===== src/rtl/counter_updown_mod.sv =====
// counter_updown_mod: parametrised up/down counter with programmable modulo,
// wrap or saturate at the limits, synchronous clear/load, and a registered
// one-cycle terminal-count pulse for cascading.
// Optional build macro COUNTER_PRESCALE_EN adds an enabled-cycle prescaler:
// a count step then needs PRESCALE enabled cycles instead of one.
module counter_updown_mod #(
  parameter int WIDTH    = 4,
  parameter int MAX_VAL  = 2**WIDTH-1,
  parameter int MODE     = 0,
  parameter int PRESCALE = 4
) (
  input  logic             clk,
  input  logic             rst_n,
  input  logic             enable,
  input  logic             up,
  input  logic             clr,
  input  logic             load,
  input  logic [WIDTH-1:0] load_val,
  output logic [WIDTH-1:0] count,
  output logic             tc,
  output logic             at_limit
);

  localparam logic [WIDTH-1:0] MAX_W  = WIDTH'(MAX_VAL);
  localparam logic [WIDTH-1:0] MAX_M1 = WIDTH'(MAX_VAL-1);
  localparam logic [WIDTH-1:0] ONE_W  = WIDTH'(1);
  localparam bit               SAT    = (MODE == 1);

  // Reject illegal configurations at elaboration.
  if (WIDTH < 1) begin : g_bad_width
    $error("counter_updown_mod: WIDTH must be >= 1");
  end
  if ((MAX_VAL < 1) || (MAX_VAL > (2**WIDTH)-1)) begin : g_bad_max
    $error("counter_updown_mod: MAX_VAL out of range 1..2**WIDTH-1");
  end
  if ((MODE != 0) && (MODE != 1)) begin : g_bad_mode
    $error("counter_updown_mod: MODE must be 0 or 1");
  end
  if (PRESCALE < 1) begin : g_bad_pre
    $error("counter_updown_mod: PRESCALE must be >= 1");
  end

  logic [WIDTH-1:0] count_q, count_d;
  logic             tc_q, tc_d;
  logic             step;

`ifdef COUNTER_PRESCALE_EN
  // At least one bit so PRESCALE=1 still elaborates; it then stays at 0.
  localparam int           PW       = (PRESCALE > 1) ? $clog2(PRESCALE) : 1;
  localparam logic [PW-1:0] PRE_LAST = PW'(PRESCALE-1);
  logic [PW-1:0] pre_q, pre_d;
`endif

  // Next-state: clr beats load beats enable; tc only on a boundary event.
  always_comb begin
    count_d = count_q;
    tc_d    = 1'b0;
    step    = 1'b0;
`ifdef COUNTER_PRESCALE_EN
    pre_d   = pre_q;
`endif
    if (clr) begin
      count_d = '0;
`ifdef COUNTER_PRESCALE_EN
      pre_d   = '0;
`endif
    end else if (load) begin
      count_d = (load_val > MAX_W) ? MAX_W : load_val;
`ifdef COUNTER_PRESCALE_EN
      pre_d   = '0;
`endif
    end else if (enable) begin
`ifdef COUNTER_PRESCALE_EN
      if (pre_q == PRE_LAST) begin
        pre_d = '0;
        step  = 1'b1;
      end else begin
        pre_d = pre_q + 1'b1;
      end
`else
      step = 1'b1;
`endif
    end

    if (step) begin
      if (up) begin
        if (count_q == MAX_W) begin
          // Saturate: already at the limit, hold with no pulse.
          if (!SAT) begin
            count_d = '0;
            tc_d    = 1'b1;
          end
        end else begin
          count_d = count_q + 1'b1;
          tc_d    = SAT && (count_q == MAX_M1);
        end
      end else begin
        if (count_q == '0) begin
          if (!SAT) begin
            count_d = MAX_W;
            tc_d    = 1'b1;
          end
        end else begin
          count_d = count_q - 1'b1;
          tc_d    = SAT && (count_q == ONE_W);
        end
      end
    end
  end

  // State registers; reset clears everything including any pending tc.
  always_ff @(posedge clk or negedge rst_n) begin
    if (!rst_n) begin
      count_q <= '0;
      tc_q    <= 1'b0;
    end else begin
      count_q <= count_d;
      tc_q    <= tc_d;
    end
  end

`ifdef COUNTER_PRESCALE_EN
  // Prescaler register, cleared with the counter.
  always_ff @(posedge clk or negedge rst_n) begin
    if (!rst_n) pre_q <= '0;
    else        pre_q <= pre_d;
  end
`endif

  assign count    = count_q;
  assign tc       = tc_q;
  assign at_limit = up ? (count_q == MAX_W) : (count_q == '0);

endmodule


===== config.mk =====
export PLATFORM = sky130hd
export DESIGN_NAME = counter_updown_mod
export DESIGN_NICKNAME = d
export VERILOG_FILES = /design/src/rtl/counter_updown_mod.sv
export SDC_FILE = /design/constraint.sdc
export NUM_CORES = 1
export LEC_CHECK = 0
export ABC_CLOCK_PERIOD_IN_PS = 4100
export CAP_MARGIN = 20
export CORE_AREA = 8 8 45 47
export DETAILED_ROUTE_END_ITERATION = 10
export DIE_AREA = 0 0 53 55
export PLACE_DENSITY = 0.57
export SYNTH_ARGS = -nofsm -noshare
export SYNTH_HDL_FRONTEND = slang
export SYNTH_SLANG_ARGS = --single-unit

===== constraint.sdc =====
create_clock -name clk -period 4.1 [get_ports clk]
set_input_delay 1.23 -clock clk [delete_from_list [all_inputs] [get_ports clk]]
set_output_delay 1.23 -clock clk [all_outputs]
set_load 0.1 [all_outputs]

Word-level counts from Yosys, hierarchy flattened. Index checks and enable logic that the tools add are counted.

Bits in latches: 0. Memory bits (writable): 0. Register bits after elaboration: 5. Bits in read-only memories: 0. Bits of input ports: 10. Memories kept: 0. Word-level logic and storage cells: 23.

Multiplexer cells: 15. Reductions and logical operators: 2. Equal/unequal tests: 1. $lt $le $gt $ge: 1. Shifts and indexed selects: 0. Bitwise operators: 0. Divide/modulo/power cells: 0. Multipliers: 0. Add/subtract/negate cells: 2.

Operator list (number): 4-bit two-way mux (7); 1-bit two-way mux (8); 4-bit by 1-bit adder with 4-bit output, second input constant (1); 4-bit equality test, second input constant (1); 4-bit > comparator, second input constant (1); 4-bit logical NOT (1); 4-bit by 1-bit subtractor with 4-bit output, second input constant (1); 3-bit nonzero test (1).

Longest topological paths before layout.
Depth after elaboration: 5. Gate-level depth with buffers: 6. Gate-level depth less buffers: 6.

Worst setup path before layout. No wires, ideal clock.

Path kind: in2out. Start: input up. End: output at_limit. Data arrival time: 3667 ps. Setup slack: -797 ps. Path buffers: 0. Stages on the path: 2. Path through: nand2b_1 o31ai_1.

Word-level cells in the longest chain between the ends: 1.

RTL lines: start: declaration (line 15) `input logic up,`; 1-bit two-way mux (line 132) `assign at_limit = up ? (count_q == MAX_W) : (count_q == '0);`; end: declaration (line 21) `output logic at_limit`.

No other way between the ends.

Final worst setup path. Same ends and word-level chain as after synthesis.

==> metrics.txt <==
Die Area about 2900 sq um; via count of the first global-routing pass 341; Worst Tran Pin Value 0.972 ns; LEAKAGE around 0.00024 uW; FF-to-FF path depth 6; Sink Count 5; Power Total a little under 200 uW; Setup TNS 0 ns; final core occ 0.418; drt drc 0; commonest cells in the netlist dfrtp_1, inv_1, nor2_1; Max VDD drop between 0.15 and 0.2 mV; post-synth top area cell dfrtp_1; clock latency on the worst-skew pair around 0.24 ns; Ports 16; First-pass DRT Iterations 4; Final Max Slew Viols 0; Syn Inst Count 42; Multi-input gate area approximately 230 sq um; Fillers between 100 and 150; synth warn 0; Slew HR 0.350; fmax 269 MHz; CP Data Arrival Time 2.49 ns; Hold Path Class reg2reg; post-route ant nets 0; Root Driver clkbuf_4; Yosys reg bits 5; Core ar. 1380 sq um; synthesized cell area 380 sq um; top-count cell post-synth dfrtp_1; Initial Util 0.275; Final Hold Fails 0; vias 352; WL final 931 um; deepest clock path buffer count 2; Area contributors post-synth dfrtp_1, xnor2_1, ha_1; crit end category output port; Tcrit/Tclk final 0.907; CTS Buf Count 3; maximum level of the CTS H-tree 1; Post-CTS Resized 0; share of post-route cells with drive strength above 1 0.150; global route overflow 0; max-cap viol count 0; status finished, final reports clean; number of placed instances, taps included 72; Syn-to-layout area delta 52.0%; worst hold path cell count 2; clk_skew 0.000939 ns; Mean Syn Cell Area 9.06 sq um; share of Yosys cell area claimed by the top area cell type 0.329; Sequential Area 125 sq um; Die Y 55 um; largest net degree at the start of global routing 10; GPL Wtd Cong 0.706; minimum clock period roughly 3.7 ns; CP Launch Type input pin; # Post-CTS Setup Buffers 0; CTS tree yes; clk slew on worst S/H paths 0.04 ns; DPL Wire Length 749 um; Cell Rows 14; post-synth cell types 22; first-pass GRT wire length 1480 um; initial antenna violation count 0; Nets 73; PwrDens 336 nW/um^2; syn nets 54; IO buf count 15; post-synthesis sequential area ratio 0.329; EDFF count, synth 0; antenna cells 0; kind of critical path in2out; wire per inst 12.3 um; Tot GR Track Use 0.0741; DR iter-0 viols 9; DIE WIDTH around 53 um; Setup-failing EPs final 0; Post-CTS Hold Fix Bufs 0; Avg Vias per Cell 4.63; CP required 2.87 ns; ys async rst share 1.00; Top FF cell, synth dfrtp_1; Non-Filler Instances 76; RSZ-0062 raised after global routing no; CP max FO 6
## critical path: stages
cell and delay [ns]:
clkdlybuf4s50_1 0.50, nand2b_1 0.23, o31ai_2 0.30, buf_12 0.22
## cell families (layout without fill, tap and decap cells)
kind of cell / Yosys count / in the layout / synth area share
XOR/XNOR: 3 / 3 / 0.0691
AND/OR/NAND/NOR: 13 / 13 / 0.188
adder cells (fa/ha/maj): 2 / 2 / 0.0658
multiplexers: 1 / 1 / 0.0263
flip-flops: 5 / 5 / 0.329
buffers and inverters: 5 / 23 / 0.0691
AO/OA/AOI/OAI: 13 / 13 / 0.253
## area by class of cell
class                   count  area share
flip-flops and latches      5       0.216
repair buffers             15       0.273
multi-input cells          32       0.405
inverters                   4      0.0260
well taps                  16      0.0346
clock buffers               4      0.0455
## path summary, 6_finish.rpt
check / startpoint / to / slack, ns
max: up / at_limit / 0.38
min: count[2] / tc / 0.77
max reg2reg: count[0] / count[1] / 2.62
min reg2reg: count[2] / tc / 0.77
max in group asynchronous: rst_n / count[1] / 2.70
min in group asynchronous: rst_n / tc / 1.21
## power breakdown
| group | total (uW) | internal (uW) | switching, uW | leakage, uW |
|---|---|---|---|---|
| combinational | 79.8 | 29.2 | 50.6 | 0.000157 |
| sequential | 58.3 | 52.8 | 5.47 | 0.0000661 |
| clock | 56.0 | 36.7 | 19.2 | 0.0000150 |
| total | 194 | 119 | 75.3 | 0.000238 |
## state kept, by name (all words and copies together), names as in the netlist
register	count
tc	1
count	4
## layer usage
| layer | up-vias | GRT usage | wire length (um) |
|---|---|---|---|
| met3 | 0 | 0.0214 | 58 |
| met4 | 0 | 0.0905 | 0 |
| met2 | 9 | 0.105 | 446 |
| met1 | 157 | 0.0799 | 426 |
| li1 | 186 | - | - |
| met5 | - | 0 | 0 |
## placed cells by master (no fill, tap or decap), types with 2 or more instances in the layout
| cell | synthesis | final |
|---|---|---|
| clkdlybuf4s50_1 | 0 | 13 |
| nor2_1 | 4 | 4 |
| o21ai_0 | 3 | 3 |
| nand2_1 | 2 | 2 |
| inv_1 | 4 | 4 |
| ha_1 | 2 | 2 |
| nand2b_1 | 2 | 2 |
| a21oi_1 | 3 | 3 |
| dfrtp_1 | 5 | 5 |
| xnor2_1 | 3 | 3 |
| nand4_1 | 2 | 2 |
| clkbuf_4 | 0 | 3 |
## metrics by stage
step                      instance area (sq um)  setup slack [ns]  hold WS, ns
after CTS                                   578             0.369        0.774
after global routing                        578             0.313        0.807
after detailed placement                    552             0.375        0.768
final                                       578             0.383        0.770
after global placement                      552             0.388        0.769
after floorplan                             385            0.0858        0.934
Note: power is estimated with default switching activity, not from simulation.
